`config.mk`:
```
export PLATFORM = sky130hd
export DESIGN_NAME = down_counter
export DESIGN_NICKNAME = d
export VERILOG_FILES = /design/src/rtl/down_counter.sv
export SDC_FILE = /design/constraint.sdc
export NUM_CORES = 1
export LEC_CHECK = 0
export BUFFER_PORTS_ARGS = -buffer_cell sky130_fd_sc_hd__buf_2
export CAP_MARGIN = 20
export CORE_MARGIN = 10
export CORE_UTILIZATION = 40
export CTS_CLUSTER_DIAMETER = 120
export DETAILED_ROUTE_END_ITERATION = 8
export GPL_TIMING_DRIVEN = 0
export PLACE_DENSITY = 0.71
export SLEW_MARGIN = 20
export SYNTH_ARGS = -nofsm -noshare
export SYNTH_HDL_FRONTEND = slang
export SYNTH_SLANG_ARGS = --single-unit
```
`constraint.sdc`:
```
create_clock -name clk_i -period 1.9 [get_ports clk_i]
set_input_delay 0.38 -clock clk_i [delete_from_list [all_inputs] [get_ports clk_i]]
set_output_delay 0.38 -clock clk_i [all_outputs]
set_load 0.02 [all_outputs]
```
`src/rtl/down_counter.sv`:
```
// Loadable down-counting sequencer with an IDLE/RUN/DONE control FSM.
// Define DOWN_COUNTER_AUTO_RELOAD_EN for periodic reload instead of single-shot runs.
module down_counter #(
    parameter int unsigned MAX_COUNT = 16,
    parameter int unsigned WIDTH     = 8
) (
    input  logic             clk_i,
    input  logic             rst_i,
    input  logic             en_i,
    input  logic             start_i,
    input  logic             stop_i,
    input  logic             load_en_i,
    input  logic [WIDTH-1:0] load_val_i,
    output logic [WIDTH-1:0] count_o,
    output logic             busy_o,
    output logic             done_o,
    output logic             borrow_o
);

    localparam logic [WIDTH-1:0] RL_RESET = WIDTH'(MAX_COUNT - 1);

    typedef enum logic [1:0] {
        IDLE = 2'd0,
        RUN  = 2'd1,
        DONE = 2'd2
    } state_e;

    state_e           state_q, state_d;
    logic [WIDTH-1:0] count_q, count_d;
    logic [WIDTH-1:0] rl_q,    rl_d;
    logic             busy_q,  busy_d;
    logic             done_q,  done_d;
    logic             zero;

    assign zero = (count_q == '0);

    // State and datapath registers
    always_ff @(posedge clk_i) begin
        if (rst_i) begin
            state_q <= IDLE;
            count_q <= '0;
            rl_q    <= RL_RESET;
            busy_q  <= 1'b0;
            done_q  <= 1'b0;
        end else begin
            state_q <= state_d;
            count_q <= count_d;
            rl_q    <= rl_d;
            busy_q  <= busy_d;
            done_q  <= done_d;
        end
    end

    // Next-state logic; stop outranks both the tick and the zero test
    always_comb begin
        state_d = state_q;
        count_d = count_q;
        rl_d    = rl_q;
        done_d  = 1'b0;

        unique case (state_q)
            IDLE: begin
                if (load_en_i) begin
                    rl_d = load_val_i;
                end
                if (start_i) begin
                    count_d = rl_q;
                    state_d = RUN;
                end
            end
            RUN: begin
                if (stop_i) begin
                    state_d = IDLE;
                end else if (en_i) begin
                    if (!zero) begin
                        count_d = count_q - WIDTH'(1);
                    end else begin
                        done_d = 1'b1;
`ifdef DOWN_COUNTER_AUTO_RELOAD_EN
                        count_d = rl_q;
`else
                        state_d = DONE;
`endif
                    end
                end
            end
            DONE: begin
                state_d = IDLE;
            end
            default: begin
                state_d = IDLE;
            end
        endcase

        busy_d = (state_d == RUN);
    end

    assign count_o  = count_q;
    assign busy_o   = busy_q;
    assign done_o   = done_q;
    assign borrow_o = (state_q == RUN) && zero;

endmodule

```
# Word level (Yosys, flattened, before mapping)
# Index checks and enable logic that the tools add are counted.
# W data, S select, Z words.
[totals]
reg_bits = 20
latch_bits = 0
ramBits = 0
mem_bits_ro = 0
inputBits = 14
output_inout_bits = 11
wordCells = 32
memories = 0
[op_classes]
addsub = 1
n_mul = 0
n_div = 0
n_lt_le_gt_ge = 0
eq_ne = 6
shifts = 0
mux = 11
n_bitwise = 2
reduce_logical = 7
[op_table]
columns = ["cell", "n"]
rows = [
  ["$mux W8", 4],
  ["$pmux W8 S2", 1],
  ["$logic_not A8 Y1", 1],
  ["$mux W2", 4],
  ["$ne A2 B2 Y1 const B", 4],
  ["$sub A8 B1 Y8 const B", 1],
  ["$reduce_and A5 Y1", 1],
  ["$eq A2 B1 Y1 const B", 2],
  ["$pmux W2 S2", 1],
  ["$reduce_or A4 Y1", 1],
  ["$logic_not A2 Y1", 1],
  ["$not A1 Y1", 2],
  ["$reduce_and A2 Y1", 1],
  ["$reduce_bool A2 Y1", 1],
  ["$logic_and A1 B1 Y1", 1],
  ["$mux W1", 1],
]

# Depth between registers and ports, before layout
[logic_depth]
depth_word = 6
depth_mapped = 7
depth_no_buf = 7

# Worst setup path before layout
# Ideal clock, no wire load.
[synth_timing]
path_type = "reg2reg"
start = "register count_q[0] (netlist: count_o[0])"
end = "register count_q[3] (netlist: count_o[3])"
t_arrival_ps = 1536
required_ps = 1768
setup_slack_ps = 232
path_stages_with_launch = 8
n_path_buf = 0
period_less_slack_ps = 1668
cell_sequence = "dfxtp_1 > inv_1 > ha_1 > nor3b_2 > nand3_4 > clkinv_4 > o31ai_1 > a21oi_1"
[synth_between]
elab_chain_len = 5
[synth_lines]
columns = ["item", "line_no", "text"]
rows = [
  ["start, declared", "29", "logic [WIDTH-1:0] count_q, count_d;"],
  ["start signal, assigned", "47", "count_q <= count_d;"],
  ["$sub A8 B1 Y8", "76", "count_d = count_q - WIDTH'(1);"],
  ["$mux W8", "75", "if (!zero) begin"],
  ["$mux W8", "74", "end else if (en_i) begin"],
  ["$mux W8", "72", "if (stop_i) begin"],
  ["$pmux W8 S2", "61", "unique case (state_q)"],
]
# Parallel ways exist; a longest one is shown, timed or not. The select of a mux whose other input is x is not followed.
# A chain may end at the register's enable or synchronous reset.

# Final worst setup path
[layout_timing]
start = "register count_q[0] (netlist: count_o[0])"
end = "output port borrow_o"
[layout_between]
elab_chain_len = 2
[layout_lines]
columns = ["item", "line_no", "text"]
rows = [
  ["$logic_not A8 Y1", "35", "assign zero = (count_q == '0);"],
  ["$logic_and A1 B1 Y1", "101", "assign borrow_o = (state_q == RUN) && zero;"],
  ["end, declared", "17", "output logic borrow_o"],
]
# Every way passes these cells.

==> summary.md <==
| Metric | Value |
|---|---|
| Run status | completed |
| Number of warning messages in the yosys log | 0 |
| Global routing usage summed across all routing layers | 10.7% |
| Syn nets | 133 |
| Overflow left after global routing | 0 |
| Antenna violations before repair | 0 |
| Number of iterations in the first detailed-routing pass | 4 |
| Chip Height | 71.8 um |
| Highest cell delay on the worst timing path | 0.38 ns |
| Post-synthesis register bit count | 20 |
| Worst slew margin relative to its limit | 66.3% |
| Clk_lat worst skew | 0.29 ns |
| Average wire per standard cell | 16.0 um |
| Maximum clock insertion buffer count | 2 |
| Maximum fanout along the worst path | 4 |
| Leakage dissipation | 0.000541 uW |
| Share of layout cells above drive strength 1 | 33.6% |
| Worst IR Drop VDD | 0.484 mV |
| Placeable core area | 2520 um^2 |
| Final setup TNS | 0 ns |
| Signal arrival time at the worst endpoint | 1.47 ns |
| Synth-to-layout area growth | 23.1% |
| Crit-path cells | inv_4 > ha_4 > nor3b_4 > nand3_4 > clkinv_4 > buf_4 |
| Total half-perimeter wirelength after legalization and detailed placement | 2030 um |
| Final Hold Viols | 0 |
| Root buffer selected by CTS | sky130_fd_sc_hd__clkbuf_4 |
| Worst Hold Class | in -> reg |
| Total clock sinks | 20 |
| First-pass GRT wire length | 4680 um |
| Total die area | 5160 um^2 |
| Required @ worst endpoint | 1.52 ns |
| Total vias in the final route | 1023 |
| Max Cap Violations | 0 |
| Number of buffers inserted by port buffering | 24 |
| Minimum clock period | 1.85 ns |
| Setup-violating endpoint count in the final report | 0 |
| Sequential fraction of the synthesis area | 37.3% |
| Number of standard cells after synthesis | 117 |
| Starting DRT DRC Count | 52 |
| Crit share post-route | 97.3% |
| Weighted congestion reported at the end of routability-driven placement | 0.900 |
| Slowest CP cell | sky130_fd_sc_hd__dfxtp_4 |
| Summed instance area of the synthesized netlist | 1070 um^2 |
| DR vias/cell | 5.72 |
| Die width | 71.8 um |
| Fin worst setup slack | 0.0520 ns |
| Synth unique cells | 41 |
| Post-DRT Antenna Nets | 0 |
| Startpoint-to-endpoint class of the critical path | reg -> out |
| Clock Skews | 0.00145 ns |
| Type of element launching the critical path | flop |
| Maximum achievable frequency | 541 MHz |
| H-Tree Level Count | 1 |
| Maximum number of pins on one net before global-route repair | 11 |
| Setup slack after placement | 0.0334 ns |
| Via count of the first global-routing pass | 1007 |
| Setup repair after global routing missed its margin | no |
| Number of buffers and inverters on the critical path | 3 |
| P per Cell Area | 794 nW/um^2 |
| Final Slew Violations | 0 |
| Worst Max-Slew Pin Slew | 0.506 ns |
| Average footprint of a synthesized cell | 9.18 um^2 |
| Clock tree from TritonCTS | yes |
| CP endpoint kind | primary output |
| CTS clk-pin slew, worst paths | 0.11 ns |
| DRC Markers | 0 |
| Total clock buffers created by CTS | 3 |
| Total inserted antenna cells | 0 |
| Layout Nets | 167 |
| Number of top-level pins | 25 |
| Delay-heaviest family, CP | flip-flops |
| Row count | 18 |
| Initial core utilization | 42.6% |
| Worst hold slack after final layout | 0.270 ns |
| Total Routed Length | 2870 um |
==> logic make-up after synthesis <==
family | after synthesis | synth area share, %
fa+ha+maj | 2 | 2.33
mux | 4 | 3.73
compound gates | 37 | 24.5
buf+inv | 10 | 4.31
flops | 20 | 37.3
simple gates | 44 | 27.9
==> per-stage QoR <==
step                cell area (um^2)  util [%]  total power (uW)  instances
floorplan                       1070         -               713        117
finish                          1320      52.4              1050        179
global route                    1320      52.4              1110        179
detailed placement              1230      48.8               798        171
global placement                1230      48.8               792        171
CTS                             1300      51.4              1030        178
==> synthesized netlist by cell type <==
cell type,count,area [um^2]
sky130_fd_sc_hd__dfxtp_1,20,400
sky130_fd_sc_hd__nor2_1,8,30.0
sky130_fd_sc_hd__a21oi_1,6,30.0
sky130_fd_sc_hd__nor2b_1,5,31.3
sky130_fd_sc_hd__o21ai_0,5,25.0
sky130_fd_sc_hd__a211o_1,4,35.0
sky130_fd_sc_hd__a211oi_1,4,30.0
sky130_fd_sc_hd__a31oi_1,4,25.0
sky130_fd_sc_hd__mux2i_1,4,40.0
sky130_fd_sc_hd__nand2b_1,4,25.0
sky130_fd_sc_hd__and2_1,3,18.8
sky130_fd_sc_hd__buf_2,3,15.0
sky130_fd_sc_hd__clkbuf_1,3,11.3
sky130_fd_sc_hd__inv_1,3,11.3
sky130_fd_sc_hd__nand2_1,3,11.3
sky130_fd_sc_hd__nor4b_1,3,26.3
sky130_fd_sc_hd__o211ai_1,3,22.5
sky130_fd_sc_hd__a21o_1,2,15.0
sky130_fd_sc_hd__ha_1,2,25.0
sky130_fd_sc_hd__nand3_1,2,10.0
sky130_fd_sc_hd__nand3b_1,2,15.0
sky130_fd_sc_hd__nor3_1,2,10.0
sky130_fd_sc_hd__nor3b_2,2,25.0
sky130_fd_sc_hd__o31ai_1,2,15.0
sky130_fd_sc_hd__or3_1,2,12.5
sky130_fd_sc_hd__a21o_2,1,8.76
sky130_fd_sc_hd__a21oi_2,1,8.76
sky130_fd_sc_hd__a221oi_2,1,15.0
sky130_fd_sc_hd__a311o_1,1,10.0
sky130_fd_sc_hd__clkinv_4,1,8.76
sky130_fd_sc_hd__nand3_4,1,17.5
sky130_fd_sc_hd__nand4_1,1,6.26
sky130_fd_sc_hd__nor2_2,1,6.26
sky130_fd_sc_hd__nor3b_1,1,7.51
sky130_fd_sc_hd__nor4_1,1,6.26
sky130_fd_sc_hd__nor4_4,1,21.3
sky130_fd_sc_hd__nor4bb_1,1,10.0
sky130_fd_sc_hd__o2111ai_1,1,8.76
sky130_fd_sc_hd__o21ai_1,1,5.00
sky130_fd_sc_hd__o311ai_0,1,8.76
sky130_fd_sc_hd__or3b_1,1,8.76
==> worst paths after layout <==
| check | startpoint | slack [ns] | cells after the start | to |
|---|---|---|---|---|
| max | count_o[0] | 0.05 | 6 | borrow_o |
| min reg2reg | rl_q[5] | 0.50 | 2 | rl_q[5] |
| max reg2reg | count_o[0] | 0.29 | 8 | count_o[2] |
| min | stop_i | 0.27 | 2 | state_q[1] |
==> what timing repair did <==
action / 4_1_cts / 5_1_grt
pin swaps: 2 / 2
endpoints found under the setup margin: 1 / 1
hold buffers: 0 / 0
setup buffers: 4 / 1
gates resized for setup: 5 / 6
endpoints found under the hold margin: 0 / 0
cloned: 0 / 0
==> registers in the layout, indices dropped and copies added (netlist names) <==
| name | cells |
|---|---|
| state_q | 2 |
| done_o | 1 |
| rl_q | 8 |
| count_o | 8 |
| busy_o | 1 |
==> area by class of cell <==
type                       count  area [um^2]
tap                           30         37.5
inverter                       4         22.5
sequential                    20          407
fill                         251         1200
multi-input combinational     87          646
timing repair buffer          29          160
buffer                         6         26.3
clock buffer                   3         22.5
==> per-layer routing <==
layer,up-vias,track usage [%],wire length (um)
li1,503,-,-
met2,35,17.2,1360
met1,483,13.4,1310
met5,-,0,0
met4,0,3.87,18
met3,2,2.75,186
==> cells in the final DEF (no fill, tap or decap), types with 3 or more instances in the layout <==
cell,instances
sky130_fd_sc_hd__a211oi_1,4
sky130_fd_sc_hd__clkbuf_4,3
sky130_fd_sc_hd__o21ai_0,5
sky130_fd_sc_hd__nand2_1,3
sky130_fd_sc_hd__nor2_1,8
sky130_fd_sc_hd__clkbuf_1,3
sky130_fd_sc_hd__and2_1,3
sky130_fd_sc_hd__buf_2,26
sky130_fd_sc_hd__nor2b_1,5
sky130_fd_sc_hd__dfxtp_1,17
sky130_fd_sc_hd__nor4b_1,3
sky130_fd_sc_hd__buf_4,6
sky130_fd_sc_hd__a211o_1,4
sky130_fd_sc_hd__o211ai_1,3
sky130_fd_sc_hd__nand2b_1,4
sky130_fd_sc_hd__a31oi_1,4
sky130_fd_sc_hd__a21oi_1,6
sky130_fd_sc_hd__mux2i_1,4
==> power by group <==
group	total, uW	switching (uW)	internal (uW)
registers	496	40.8	455
clock network	201	127	73.8
logic	352	195	157
total	1050	364	686
Power figures use the tool's default switching activity.
